### config.mk
export PLATFORM = sky130hd
export DESIGN_NAME = divider_top_v1
export DESIGN_NICKNAME = d
export VERILOG_FILES = /design/src/rtl/divider_pkg_V1.sv /design/src/rtl/divider_DP_V1.sv /design/src/rtl/divider_top_v1.sv
export SDC_FILE = /design/constraint.sdc
export NUM_CORES = 1
export LEC_CHECK = 0
export BUFFER_PORTS_ARGS = -buffer_cell sky130_fd_sc_hd__buf_4
export CORE_ASPECT_RATIO = 0.8
export CORE_MARGIN = 10
export CORE_UTILIZATION = 50
export DETAILED_ROUTE_END_ITERATION = 16
export GPL_ROUTABILITY_DRIVEN = 0
export PLACE_DENSITY = 0.68
export SETUP_SLACK_MARGIN = 0.3
export SYNTH_ARGS = -nofsm -noshare
export SYNTH_HDL_FRONTEND = slang
export SYNTH_SLANG_ARGS = --single-unit
export TNS_END_PERCENT = 100
### constraint.sdc
create_clock -name clk_i -period 19.7 [get_ports clk_i]
set_input_delay 0.985 -clock clk_i [delete_from_list [all_inputs] [get_ports clk_i]]
set_output_delay 0.985 -clock clk_i [all_outputs]
set_load 0.03 [all_outputs]
### src/rtl/divider_pkg_V1.sv
// Shared definitions for the RV32M sequential divider: FSM encoding,
// datapath widths and the RISC-V special-case result constants.
package divider_pkg_V1;

  localparam int DIV_WIDTH = 32;
  localparam int DIV_ITER  = 32;

  localparam logic [4:0] DIV_CNT_INIT = 5'(DIV_ITER - 1);

  localparam logic [DIV_WIDTH-1:0] DIV_ALL_ONES = 32'hFFFF_FFFF;
  localparam logic [DIV_WIDTH-1:0] DIV_INT_MIN  = 32'h8000_0000;

  typedef enum logic [2:0] {
    ST_IDLE = 3'd0,
    ST_PREP = 3'd1,
    ST_CALC = 3'd2,
    ST_FIX  = 3'd3,
    ST_DONE = 3'd4
  } div_state_e;

endpackage

### src/rtl/divider_DP_V1.sv
// Divider datapath: operand capture, magnitude/sign preparation, radix-2
// restoring iteration and final sign correction into the result register.
module divider_DP_V1
  import divider_pkg_V1::*;
(
  input  logic                 clk_i,
  input  logic                 rst_i,
  input  logic                 i_load,
  input  logic                 i_prep,
  input  logic                 i_step,
  input  logic                 i_fix,
  input  logic [DIV_WIDTH-1:0] i_op_a,
  input  logic [DIV_WIDTH-1:0] i_op_b,
  input  logic                 i_signed,
  input  logic                 i_rem,
  output logic                 o_special,
  output logic [DIV_WIDTH-1:0] o_result
);

  logic [DIV_WIDTH-1:0] r_a;
  logic [DIV_WIDTH-1:0] r_b;
  logic                 r_signed;
  logic                 r_rem_sel;
  logic [DIV_WIDTH-1:0] r_mag_b;
  logic [DIV_WIDTH-1:0] r_dvd;
  logic [DIV_WIDTH-1:0] r_quot;
  logic [DIV_WIDTH-1:0] r_part;
  logic                 r_sign_q;
  logic                 r_sign_r;
  logic [DIV_WIDTH-1:0] r_result;

  logic                 w_neg_a;
  logic                 w_neg_b;
  logic [DIV_WIDTH-1:0] w_abs_a;
  logic [DIV_WIDTH-1:0] w_abs_b;
  logic                 w_div_zero;
  logic                 w_ovf;
  logic [DIV_WIDTH:0]   w_shift;
  logic [DIV_WIDTH:0]   w_trial;
  logic [DIV_WIDTH-1:0] w_q_fix;
  logic [DIV_WIDTH-1:0] w_r_fix;

  assign w_neg_a    = r_signed & r_a[DIV_WIDTH-1];
  assign w_neg_b    = r_signed & r_b[DIV_WIDTH-1];
  assign w_abs_a    = w_neg_a ? -r_a : r_a;
  assign w_abs_b    = w_neg_b ? -r_b : r_b;
  assign w_div_zero = (r_b == '0);
  assign w_ovf      = r_signed && (r_a == DIV_INT_MIN) && (r_b == DIV_ALL_ONES);
  assign o_special  = w_div_zero | w_ovf;

  // Partial remainder stays below |B| after every step, so 32 stored bits suffice.
  assign w_shift = {r_part, r_dvd[DIV_WIDTH-1]};
  assign w_trial = w_shift - {1'b0, r_mag_b};

  assign w_q_fix = r_sign_q ? -r_quot : r_quot;
  assign w_r_fix = r_sign_r ? -r_part : r_part;

  assign o_result = r_result;

  always_ff @(posedge clk_i or posedge rst_i) begin
    if (rst_i) begin
      r_a       <= '0;
      r_b       <= '0;
      r_signed  <= 1'b0;
      r_rem_sel <= 1'b0;
      r_mag_b   <= '0;
      r_dvd     <= '0;
      r_quot    <= '0;
      r_part    <= '0;
      r_sign_q  <= 1'b0;
      r_sign_r  <= 1'b0;
      r_result  <= '0;
    end else begin
      if (i_load) begin
        r_a       <= i_op_a;
        r_b       <= i_op_b;
        r_signed  <= i_signed;
        r_rem_sel <= i_rem;
      end
      if (i_prep) begin
        // Special cases preload final values with signs cleared so FIX passes them through.
        if (w_div_zero) begin
          r_quot   <= DIV_ALL_ONES;
          r_part   <= r_a;
          r_sign_q <= 1'b0;
          r_sign_r <= 1'b0;
        end else if (w_ovf) begin
          r_quot   <= DIV_INT_MIN;
          r_part   <= '0;
          r_sign_q <= 1'b0;
          r_sign_r <= 1'b0;
        end else begin
          r_mag_b  <= w_abs_b;
          r_dvd    <= w_abs_a;
          r_quot   <= '0;
          r_part   <= '0;
          r_sign_q <= w_neg_a ^ w_neg_b;
          r_sign_r <= w_neg_a;
        end
      end
      if (i_step) begin
        r_dvd <= {r_dvd[DIV_WIDTH-2:0], 1'b0};
        if (!w_trial[DIV_WIDTH]) begin
          r_part <= w_trial[DIV_WIDTH-1:0];
          r_quot <= {r_quot[DIV_WIDTH-2:0], 1'b1};
        end else begin
          r_part <= w_shift[DIV_WIDTH-1:0];
          r_quot <= {r_quot[DIV_WIDTH-2:0], 1'b0};
        end
      end
      if (i_fix) begin
        r_result <= r_rem_sel ? w_r_fix : w_q_fix;
      end
    end
  end

endmodule

### src/rtl/divider_top_v1.sv
// RV32M divider top: start/done handshake FSM and iteration counter driving
// the datapath through load, prep, step and fix enables.
module divider_top_v1
  import divider_pkg_V1::*;
(
  input  logic                 clk_i,
  input  logic                 rst_i,
  input  logic                 div_en_i,
  input  logic [DIV_WIDTH-1:0] op_A_i,
  input  logic [DIV_WIDTH-1:0] op_B_i,
  input  logic                 signed_i,
  input  logic                 rem_i,
  output logic [DIV_WIDTH-1:0] result_o,
  output logic                 done_o
);

  div_state_e r_state;
  logic [4:0] r_cnt;
  logic       r_done;

  logic w_load;
  logic w_prep;
  logic w_step;
  logic w_fix;
  logic w_special;

  assign w_load = (r_state == ST_IDLE) && div_en_i;
  assign w_prep = (r_state == ST_PREP);
  assign w_step = (r_state == ST_CALC);
  assign w_fix  = (r_state == ST_FIX);
  assign done_o = r_done;

  always_ff @(posedge clk_i or posedge rst_i) begin
    if (rst_i) begin
      r_state <= ST_IDLE;
      r_cnt   <= '0;
      r_done  <= 1'b0;
    end else begin
      r_done <= 1'b0;
      case (r_state)
        ST_IDLE: begin
          if (div_en_i) r_state <= ST_PREP;
        end
        ST_PREP: begin
          if (w_special) begin
            r_state <= ST_FIX;
          end else begin
            r_cnt   <= DIV_CNT_INIT;
            r_state <= ST_CALC;
          end
        end
        ST_CALC: begin
          if (r_cnt == 5'd0) r_state <= ST_FIX;
          else               r_cnt   <= r_cnt - 5'd1;
        end
        ST_FIX: begin
          r_done  <= 1'b1;
          r_state <= ST_DONE;
        end
        ST_DONE: r_state <= ST_IDLE;
        default: r_state <= ST_IDLE;
      endcase
    end
  end

  divider_DP_V1 u_dp (
    .clk_i     (clk_i),
    .rst_i     (rst_i),
    .i_load    (w_load),
    .i_prep    (w_prep),
    .i_step    (w_step),
    .i_fix     (w_fix),
    .i_op_a    (op_A_i),
    .i_op_b    (op_B_i),
    .i_signed  (signed_i),
    .i_rem     (rem_i),
    .o_special (w_special),
    .o_result  (result_o)
  );

endmodule
# After elaboration in Yosys (flattened, before gate mapping)
# Index checks and enable logic that the tools add are counted.
# Widths: inputs -> output; s select.
# classes
add_sub_neg,6
eq_ne,11
n_mux,30
n_bitwise,6
n_reduce_logical,11
# ops
cell,count
$mux 32,17
$neg 32->32,4
$eq 32x32->1 const B,2
$sub 33x32->33,1
$logic_not 32->1,1
$pmux 3 s4,1
$mux 5,2
$pmux 5 s2,1
$reduce_and 3->1,3
$ne 2x2->1 const B,4
$mux 1,7
$eq 3x2->1 const B,2
$mux 3,2
$logic_not 5->1,1
$sub 5x1->5 const B,1
$ne 2x1->1 const B,2
$eq 3x1->1 const B,1
$logic_and 1x1->1,3
$logic_not 3->1,1
$and 1x1->1,2
$not 1->1,2
$reduce_and 2->1,1
$reduce_bool 2->1,1
$or 1x1->1,1
$xor 1x1->1,1
# word_totals
register_bits,237
output_inout_bits,33
wordCells,78

# Depth between registers and ports, before layout
# Gate-level depths: netlist (run 1).
# logic_depth
depth_word,7
mapped_depth,14
ltp_nobuf,12

# By module
# From an unflattened synthesis (run 1), not the netlist that was laid out.
# hier_totals
hier_cells,1666
area_unflattened_um2,14757.9
# by_module_without_submodules
module,n_inst,cells_each,area_per_inst_um2
divider_DP_V1,1,1615,14243.7
divider_top_v1,1,51,514.2

# Worst setup path after synthesis (run 1)
# OpenSTA, ideal clock, no wires.
# synth_path
path_type,reg-to-reg
from,register u_dp.r_dvd[31]
to,register u_dp.r_part[1]
t_arrival_ps,2956
required_ps,19574
path_slack_ps,16618
path_stages_with_launch,15
path_buffers,2
period_less_slack_ps,3082
cell_sequence,dfrtp_1 inv_1 ha_1 fa_1 nor2b_1 o2111ai_1 a31oi_1 a211oi_1 or4b_1 o211a_1 clkbuf_1 buf_2 nor2_1 a211oi_1 a221o_1
# synth_via
elab_chain_cells,3
# synth_lines
item,line_no,rtl
"start, declared",divider_DP_V1.sv:25,logic [DIV_WIDTH-1:0] r_dvd;
"start signal, assigned",divider_DP_V1.sv:94,r_dvd <= w_abs_a;
"start signal, assigned",divider_DP_V1.sv:102,"r_dvd <= {r_dvd[DIV_WIDTH-2:0], 1'b0};"
$sub 33x32->33,divider_DP_V1.sv:53,"assign w_trial = w_shift - {1'b0, r_mag_b};"
$mux 32,divider_DP_V1.sv:103,if (!w_trial[DIV_WIDTH]) begin
$mux 32,divider_DP_V1.sv:101,if (i_step) begin
"end signal, assigned",divider_DP_V1.sv:84,r_part <= r_a;
"end signal, assigned",divider_DP_V1.sv:104,r_part <= w_trial[DIV_WIDTH-1:0];
"end signal, assigned",divider_DP_V1.sv:107,r_part <= w_shift[DIV_WIDTH-1:0];
"end, declared",divider_DP_V1.sv:27,logic [DIV_WIDTH-1:0] r_part;
# No other way between the ends.
# A chain may end at the register's enable or synchronous reset.

# Worst setup path after layout (run 1)
# layout_path
from,register u_dp.r_dvd[31]
to,register u_dp.r_part[18]
# Same word-level chain as after synthesis.

==> results by group, run 1 <==
Status
  – Outcome: completed

Global routing
  – Initial antenna violation count: 1
  – Vias in the first global route: 10800
  – Largest net degree at the start of global routing: 81
  – Total GRT Usage: 21.2%
  – First-pass GRT wire length: 60.6 mm
  – Global route total overflow: 0

Drt
  – Antenna-violating nets left: 0
  – Routed vias: 11500
  – DR iter-0 viols: 999
  – DR vias/cell: 5.95
  – Drt total wl: 37.7 mm
  – Routed length per instance: 19.5 um
  – DR DRC count: 0
  – First drt pass iteration count: 7

STA
  – Worst Tran Pin Value: 1080 ps
  – Min Clock Period, post-route: 3980 ps
  – Final setup vio count: 0
  – Peak Freq: 0.251 GHz
  – Final slew viol count: 0
  – Endpoints failing hold: 0
  – Slew margin rel.: 27.2%
  – Sum Neg Setup Slack: 0 ps
  – RSZ-0062 raised after global routing: no
  – Clk_skew: 12.6 ps
  – Period utilization: 20.2%
  – Setup ws final: 15720 ps

Logic synthesis
  – Syn Area/Cell: 9.34 um^2
  – Synth top area cells: dfrtp_1 (42%), o21ai_0 (6.0%), xnor2_1 (5.1%)
  – Area leader, netlist: dfrtp_1
  – Syn Nets: 1606
  – Asr flop ratio synth: 100%
  – EDFF count, synth: 0
  – Post-Syn Instances: 1497
  – Flop and latch count out of synthesis: 237
  – Synth warn: 0
  – Yosys cell types: 63
  – Primary FF master, synth: dfrtp_1
  – Yosys top cell area share: 42.4%
  – Sequential fraction of the synthesis area: 42.4%
  – Mapped cell area: 14000 um^2

Die
  – Row cnt: 54
  – Top-level I/O count: 102
  – Die width: 207 um
  – Core Footprint: 27400 um^2
  – Die height: 170 um
  – Die area: 35100 um^2
  – Initial Utilization: 51.0%

Clock network
  – Clk_lat worst skew: 530 ps
  – Sink Count: 237
  – # Post-CTS Setup Buffers: 0
  – PostCTS Resize Cnt: 0
  – CTS tree: done
  – CTS H-tree lvls: 1
  – Max clock buf depth: 3
  – CTS Buf Count: 26
  – Root buffer cell: clkbuf_16
  – # hold bufs at CTS: 0
  – Clock-pin slew on the worst setup and hold paths: 60 ps

Power and ir drop
  – P_leak: 6.94 nW
  – P_int: 0.00166 W
  – Logic pwr share: 52.2%
  – Pwr dens: 194 nW/um^2
  – Flop pwr share: 31.7%
  – Sw frac: 46.0%
  – Clock network power share: 16.1%
  – IR drop worst, VDD: 0.105 mV
  – P_sw: 0.00141 W

Placement
  – DP HPWL: 27.5 mm
  – Dpl ws: 15820 ps
  – Port-buffer cells: 101

Worst setup path
  – Slowest-stage cell, CP: o211a_1
  – Worst path cell trace: inv_1 -> ha_1 -> fa_1 -> nor2b_1 -> o2111ai_1 -> a31oi_1 -> a211oi_1 -> nor3_1 -> o211a_1 -> buf_4 -> nand2_1 -> o211ai_1
  – CP peak stage delay: 730 ps
  – Crit path DAT: 4430 ps
  – Origin of the critical flop-to-flop path: u_dp.r_dvd[31]$_DFFE_PP0P_
  – Element type at the critical path end: register
  – WP data required: 20140 ps
  – FF-to-FF setup slack: 15720 ps
  – Critical Path Fanout Max: 21
  – R2r endpoint: u_dp.r_part[18]$_DFFE_PP0P_
  – CP startpoint kind: register
  – R2R depth: 12
  – CP Class: reg2reg

Min path
  – Worst hold start: u_dp.o_result[14]$_DFFE_PP0P_
  – Worst min-delay path category: reg2reg
  – Hold Path End: u_dp.o_result[14]$_DFFE_PP0P_
  – Hold path cells: 2

Layout
  – Ant diodes: 0
  – Register area: 5930 um^2
  – Area Overhead vs Synth: 13.0%
  – Share of layout cells above drive strength 1: 14.8%
  – Multi-input logic area: 7480 um^2
  – # nets final: 1660
  – Fillers: 2454

Run
  – Max cap viols: 0
==> synthesized netlist by cell type, types with 14 or more instances <==
cell / number
mux2_2: 59
nor2_1: 112
mux2i_1: 20
xnor2_1: 81
nand4_1: 14
a21oi_1: 82
dfrtp_1: 237
or3_1: 16
a221o_1: 63
a22oi_1: 24
nor3_1: 29
o31ai_1: 21
inv_1: 60
o21ai_0: 167
xor2_1: 66
clkbuf_1: 66
nand2_1: 155
ha_1: 39
==> power by group through the flow <==
stage | sequential [W] | clock [W] | combinational [W]
3_5_place_dp | 0.000972 | 0 | 0.00158
2_1_floorplan | 0.000899 | 0 | 0.00123
4_1_cts | 0.000965 | 0.000506 | 0.00159
5_1_grt | 0.00100 | 0.000525 | 0.00177
3_3_place_gp | 0.000967 | 0 | 0.00155
6_report | 0.000971 | 0.000494 | 0.00160
==> worst max-delay path: cells and delay by family (launching register included) <==
family                   cells  cell delay [ps]
flip-flops                   1              370
buffers and inverters        2              470
AND/OR/NAND/NOR              3              700
adder cells (fa/ha/maj)      2              630
AO/OA/AOI/OAI                5             1730
==> registers in the layout, summed over array words and instances (netlist names) <==
name            count
u_dp.r_sign_q       1
u_dp.r_a           32
u_dp.r_signed       1
u_dp.r_sign_r       1
u_dp.r_b           32
u_dp.r_rem_sel      1
r_cnt               5
u_dp.r_mag_b       32
u_dp.r_part        32
u_dp.r_dvd         32
r_state             3
u_dp.o_result      32
done_o              1
u_dp.r_quot        32
==> kinds of logic after synthesis <==
group | Yosys count | share of synthesized area [%]
fa+ha+maj | 40 | 3.63
xor+xnor | 147 | 9.21
flops | 237 | 42.4
compound gates | 436 | 20.3
mux | 79 | 6.18
simple gates | 413 | 14.0
buf+inv | 145 | 4.27
==> layout make-up <==
class | count | share of cell area, %
multi-input cells | 1115 | 47.3
clock buffers | 44 | 5.06
clock inverters | 3 | 0.451
inverters | 60 | 1.47
well taps | 364 | 2.88
flip-flops and latches | 237 | 37.5
repair buffers | 111 | 5.27
==> how the worst max path moves through the flow <==
stage,start,endpoint,cells past startpoint
after floorplan,rst_i,done_o$_DFF_PP0_,1
after global placement,u_dp.r_dvd[31]$_DFFE_PP0P_,u_dp.r_part[18]$_DFFE_PP0P_,12
after detailed placement,u_dp.r_dvd[31]$_DFFE_PP0P_,u_dp.r_part[18]$_DFFE_PP0P_,12
after CTS,u_dp.r_dvd[31]$_DFFE_PP0P_,u_dp.r_part[18]$_DFFE_PP0P_,12
after global routing,u_dp.r_dvd[31]$_DFFE_PP0P_,u_dp.r_part[26]$_DFFE_PP0P_,13
final,u_dp.r_dvd[31]$_DFFE_PP0P_,u_dp.r_part[18]$_DFFE_PP0P_,12
==> cells in the final DEF, fill, tap and decap left out, types with 13 or more instances in the layout <==
cell,count
nand2_1,155
nand3_1,13
xnor2_1,81
mux2_2,59
dfrtp_1,236
or3_1,16
a221o_1,63
a22oi_1,24
o21ai_0,167
nor2_1,110
a21oi_1,82
nand4_1,14
ha_1,39
mux2i_1,20
nor4_1,13
o31ai_1,21
xor2_1,66
buf_4,111
inv_1,59
nor3_1,29
clkbuf_16,27
==> metal layers <==
layer | track usage, % | up-vias | part of all wire (%)
li1 | - | 5490 | -
met1 | 32.5 | 5550 | 48
met2 | 30.1 | 423 | 42
met3 | 3.49 | 46 | 7.2
met4 | 5.35 | 2 | 2.5
met5 | 0 | - | 0.021
==> metrics by stage <==
| stage | instance area (um^2) | hold slack, ps | std cells | util [%] | power [W] |
|---|---|---|---|---|---|
| detailed placement | 14900 | 471 | 1887 | 54.4 | 0.00255 |
| CTS | 15800 | 485 | 1934 | 57.6 | 0.00306 |
| global placement | 14900 | 464 | 1887 | 54.4 | 0.00251 |
| floorplan | 14000 | 450 | 1497 | - | 0.00213 |
| global route | 15800 | 508 | 1934 | 57.6 | 0.00330 |
| finish | 15800 | 476 | 1934 | 57.6 | 0.00307 |
Power figures use the tool's default switching activity.
==> run 2: changes to the inputs <==
PLACE_DENSITY = 0.71   (was 0.68)
clock period = 3.2 ns   (was 19.7 ns; I/O delays follow)
==> run 2 against run 1 <==
Against the previous run:
- sequential share of layout area is 4.2 points lower
- total power grew to 7.0 times the previous value
- clock-buffer cell count shrank 12
- sequential cell count unchanged
- final area is 13% higher
- core utilization rose by 7.3 points
- worst setup slack lost 16000 ps
- clock power grew to 5.9 times the previous value
- maximum frequency increased by 31%
- critical endpoint is now u_dp.r_part[8]$_DFFE_PP0P_
- largest cell class unchanged
- highest routed layer unchanged
==> results by group, run 2 (synthesis results as in run 1) <==
Worst setup path
  – WP data required: 3600 ps
  – R2R depth: 10
  – Cell family with most CP delay: simple AND/OR/NAND/NOR gates
  – Critical Path Fanout Max: 6
  – WP buf/inv: 2
  – Element type at the critical path end: register
  – CP Class: reg2reg
  – CP peak stage delay: 560 ps
  – Slowest-stage cell, CP: or4_4
  – CP startpoint kind: register
  – Origin of the critical flop-to-flop path: u_dp.r_part[23]$_DFFE_PP0P_
  – Crit path DAT: 3430 ps
  – Worst path cell trace: ha_1 -> and3_1 -> nand2_1 -> or4_4 -> or4b_1 -> o211a_4 -> buf_12 -> buf_16 -> mux2i_1 -> o21ai_1
  – R2r endpoint: u_dp.r_part[8]$_DFFE_PP0P_
  – CP Launch Point: u_dp.r_part[23]$_DFFE_PP0P_
  – FF-to-FF setup slack: 170 ps

Clock network
  – CTS Buf Count: 25
  – Root buffer cell: clkbuf_16
  – Clock-pin slew on the worst setup and hold paths: 70 ps
  – Sink Count: 237
  – Clk_lat worst skew: 530 ps
  – CTS H-tree lvls: 1
  – CTS tree: done
  – Max clock buf depth: 3

Placement
  – DP HPWL: 28.6 mm
  – Post-DP Area: 15600 um^2
  – Port-buffer cells: 101

Drt
  – DR vias/cell: 6.00
  – Antenna-violating nets left: 0
  – Met2 WL: 18.5 mm
  – First drt pass iteration count: 6
  – Top Metal Used: met5
  – Routed length per instance: 20.1 um
  – DR iter-0 viols: 1229
  – Routed wl met3: 3.51 mm
  – Drt total wl: 42.1 mm
  – DR DRC count: 0
  – M1 WL: 18.9 mm
  – Routed vias: 12500

Die
  – Core Footprint: 27400 um^2
  – Die area: 35100 um^2
  – Top-level I/O count: 102
  – Die width: 207 um
  – Initial Utilization: 51.0%
  – Row cnt: 54
  – Die height: 170 um

STA
  – RSZ-0062 raised after global routing: yes
  – Endpoints failing hold: 0
  – Peak Freq: 0.330 GHz
  – Worst Tran Pin Value: 616 ps
  – Final slew viol count: 0
  – Slew margin rel.: 58.9%
  – Period utilization: 94.8%
  – Final setup vio count: 0
  – Clk_skew: 9.97 ps
  – Min Clock Period, post-route: 3030 ps

Status
  – Outcome: completed

Layout
  – Most common cell after layout, fill and taps aside: dfrtp_1
  – Final Instance Area: 17800 um^2
  – Most frequent cells in the layout: dfrtp_1 (235), buf_4 (178), nand2_1 (152)
  – Area Overhead vs Synth: 27.4%
  – # nets final: 1818
  – Share of layout cells above drive strength 1: 22.0%
  – Fillers: 2239

Min path
  – Hold Path End: r_state[0]$_DFFE_PP0P_
  – Hold path cells: 5
  – Worst hold start: div_en_i
  – Worst min-delay path category: in2reg

Power and ir drop
  – Flop pwr share: 25.8%
  – Logic pwr share: 60.8%
  – P_sw: 0.00982 W
  – Clock network power share: 13.4%
  – P_leak: 7.83 nW
  – Pwr dens: 1210 nW/um^2
  – Sw frac: 45.6%
  – Pwr Total: 0.0216 W
  – P_int: 0.0117 W
  – IR drop worst, VDD: 0.668 mV

Global routing
  – Global route total overflow: 0
  – First-pass GRT wire length: 65.0 mm
  – Total GRT Usage: 22.7%
  – Largest net degree at the start of global routing: 109
  – Vias in the first global route: 11700
  – Initial antenna violation count: 2

Run
  – Max cap viols: 0
[run 2: how the worst max path moves through the flow]
stage,slack (ps),endpoint,depth (start not counted)
global route,100,u_dp.r_part[1]$_DFFE_PP0P_,13
finish,170,u_dp.r_part[8]$_DFFE_PP0P_,10
detailed placement,-20,u_dp.r_part[25]$_DFFE_PP0P_,12
CTS,260,u_dp.r_part[0]$_DFFE_PP0P_,13
global placement,120,u_dp.r_part[26]$_DFFE_PP0P_,12
floorplan,-70,done_o$_DFF_PP0_,1
[run 2: through the flow]
step / std cells / setup WS [ps] / setup TNS [ps] / util [%] / hold WS, ps
2_1_floorplan: 1497 / -65.9 / -15610 / - / 277
3_3_place_gp: 1952 / 122 / 0 / 56.8 / 143
3_5_place_dp: 1952 / -20.5 / -25.4 / 56.8 / 145
4_1_cts: 2068 / 259 / 0 / 62.7 / 62.2
5_1_grt: 2091 / 97.6 / 0 / 64.9 / 134
6_report: 2091 / 167 / 0 / 64.9 / 59.9
[run 2: power groups by stage]
| stage | combinational (W) | clock, W | sequential, W |
|---|---|---|---|
| finish | 0.0131 | 0.00289 | 0.00557 |
| global route | 0.0141 | 0.00305 | 0.00570 |
| CTS | 0.0115 | 0.00292 | 0.00550 |
| detailed placement | 0.0109 | 0 | 0.00554 |
| global placement | 0.0107 | 0 | 0.00549 |
| floorplan | 0.00766 | 0 | 0.00553 |
[run 2: metal layers]
metal  up-vias  GRT usage (%)
met5         -              0
met3        79           3.99
met1      6094           32.8
met2       564           34.5
li1       5809              -
met4         2           5.41
[run 2: layout make-up]
cell class                 count  area, um^2  area share [%]
multi-input combinational   1115        7860            44.1
tap                          364         455            2.56
clock inverter                12         126           0.709
sequential                   237        5930            33.3
inverter                      60         229            1.29
clock buffer                  32         672            3.77
antenna                        1        2.50          0.0140
timing repair buffer         270        2530            14.2
[run 2: worst reg2reg max path, cell delays in order, from the launching register on]
cell,delay (ps)
dfrtp_1,400
ha_1,320
and3_1,190
nand2_1,90
or4_4,560
or4b_1,550
o211a_4,210
buf_12,150
buf_16,140
mux2i_1,180
o21ai_1,100
[run 2: what timing repair did]
action	CTS	global route
hold buffers	67	0
endpoints found under the setup margin	34	102
hold endpoints to repair	88	0
buffers inserted	4	13
gates cloned	1	9
pin swaps	5	12
resized for setup	12	81
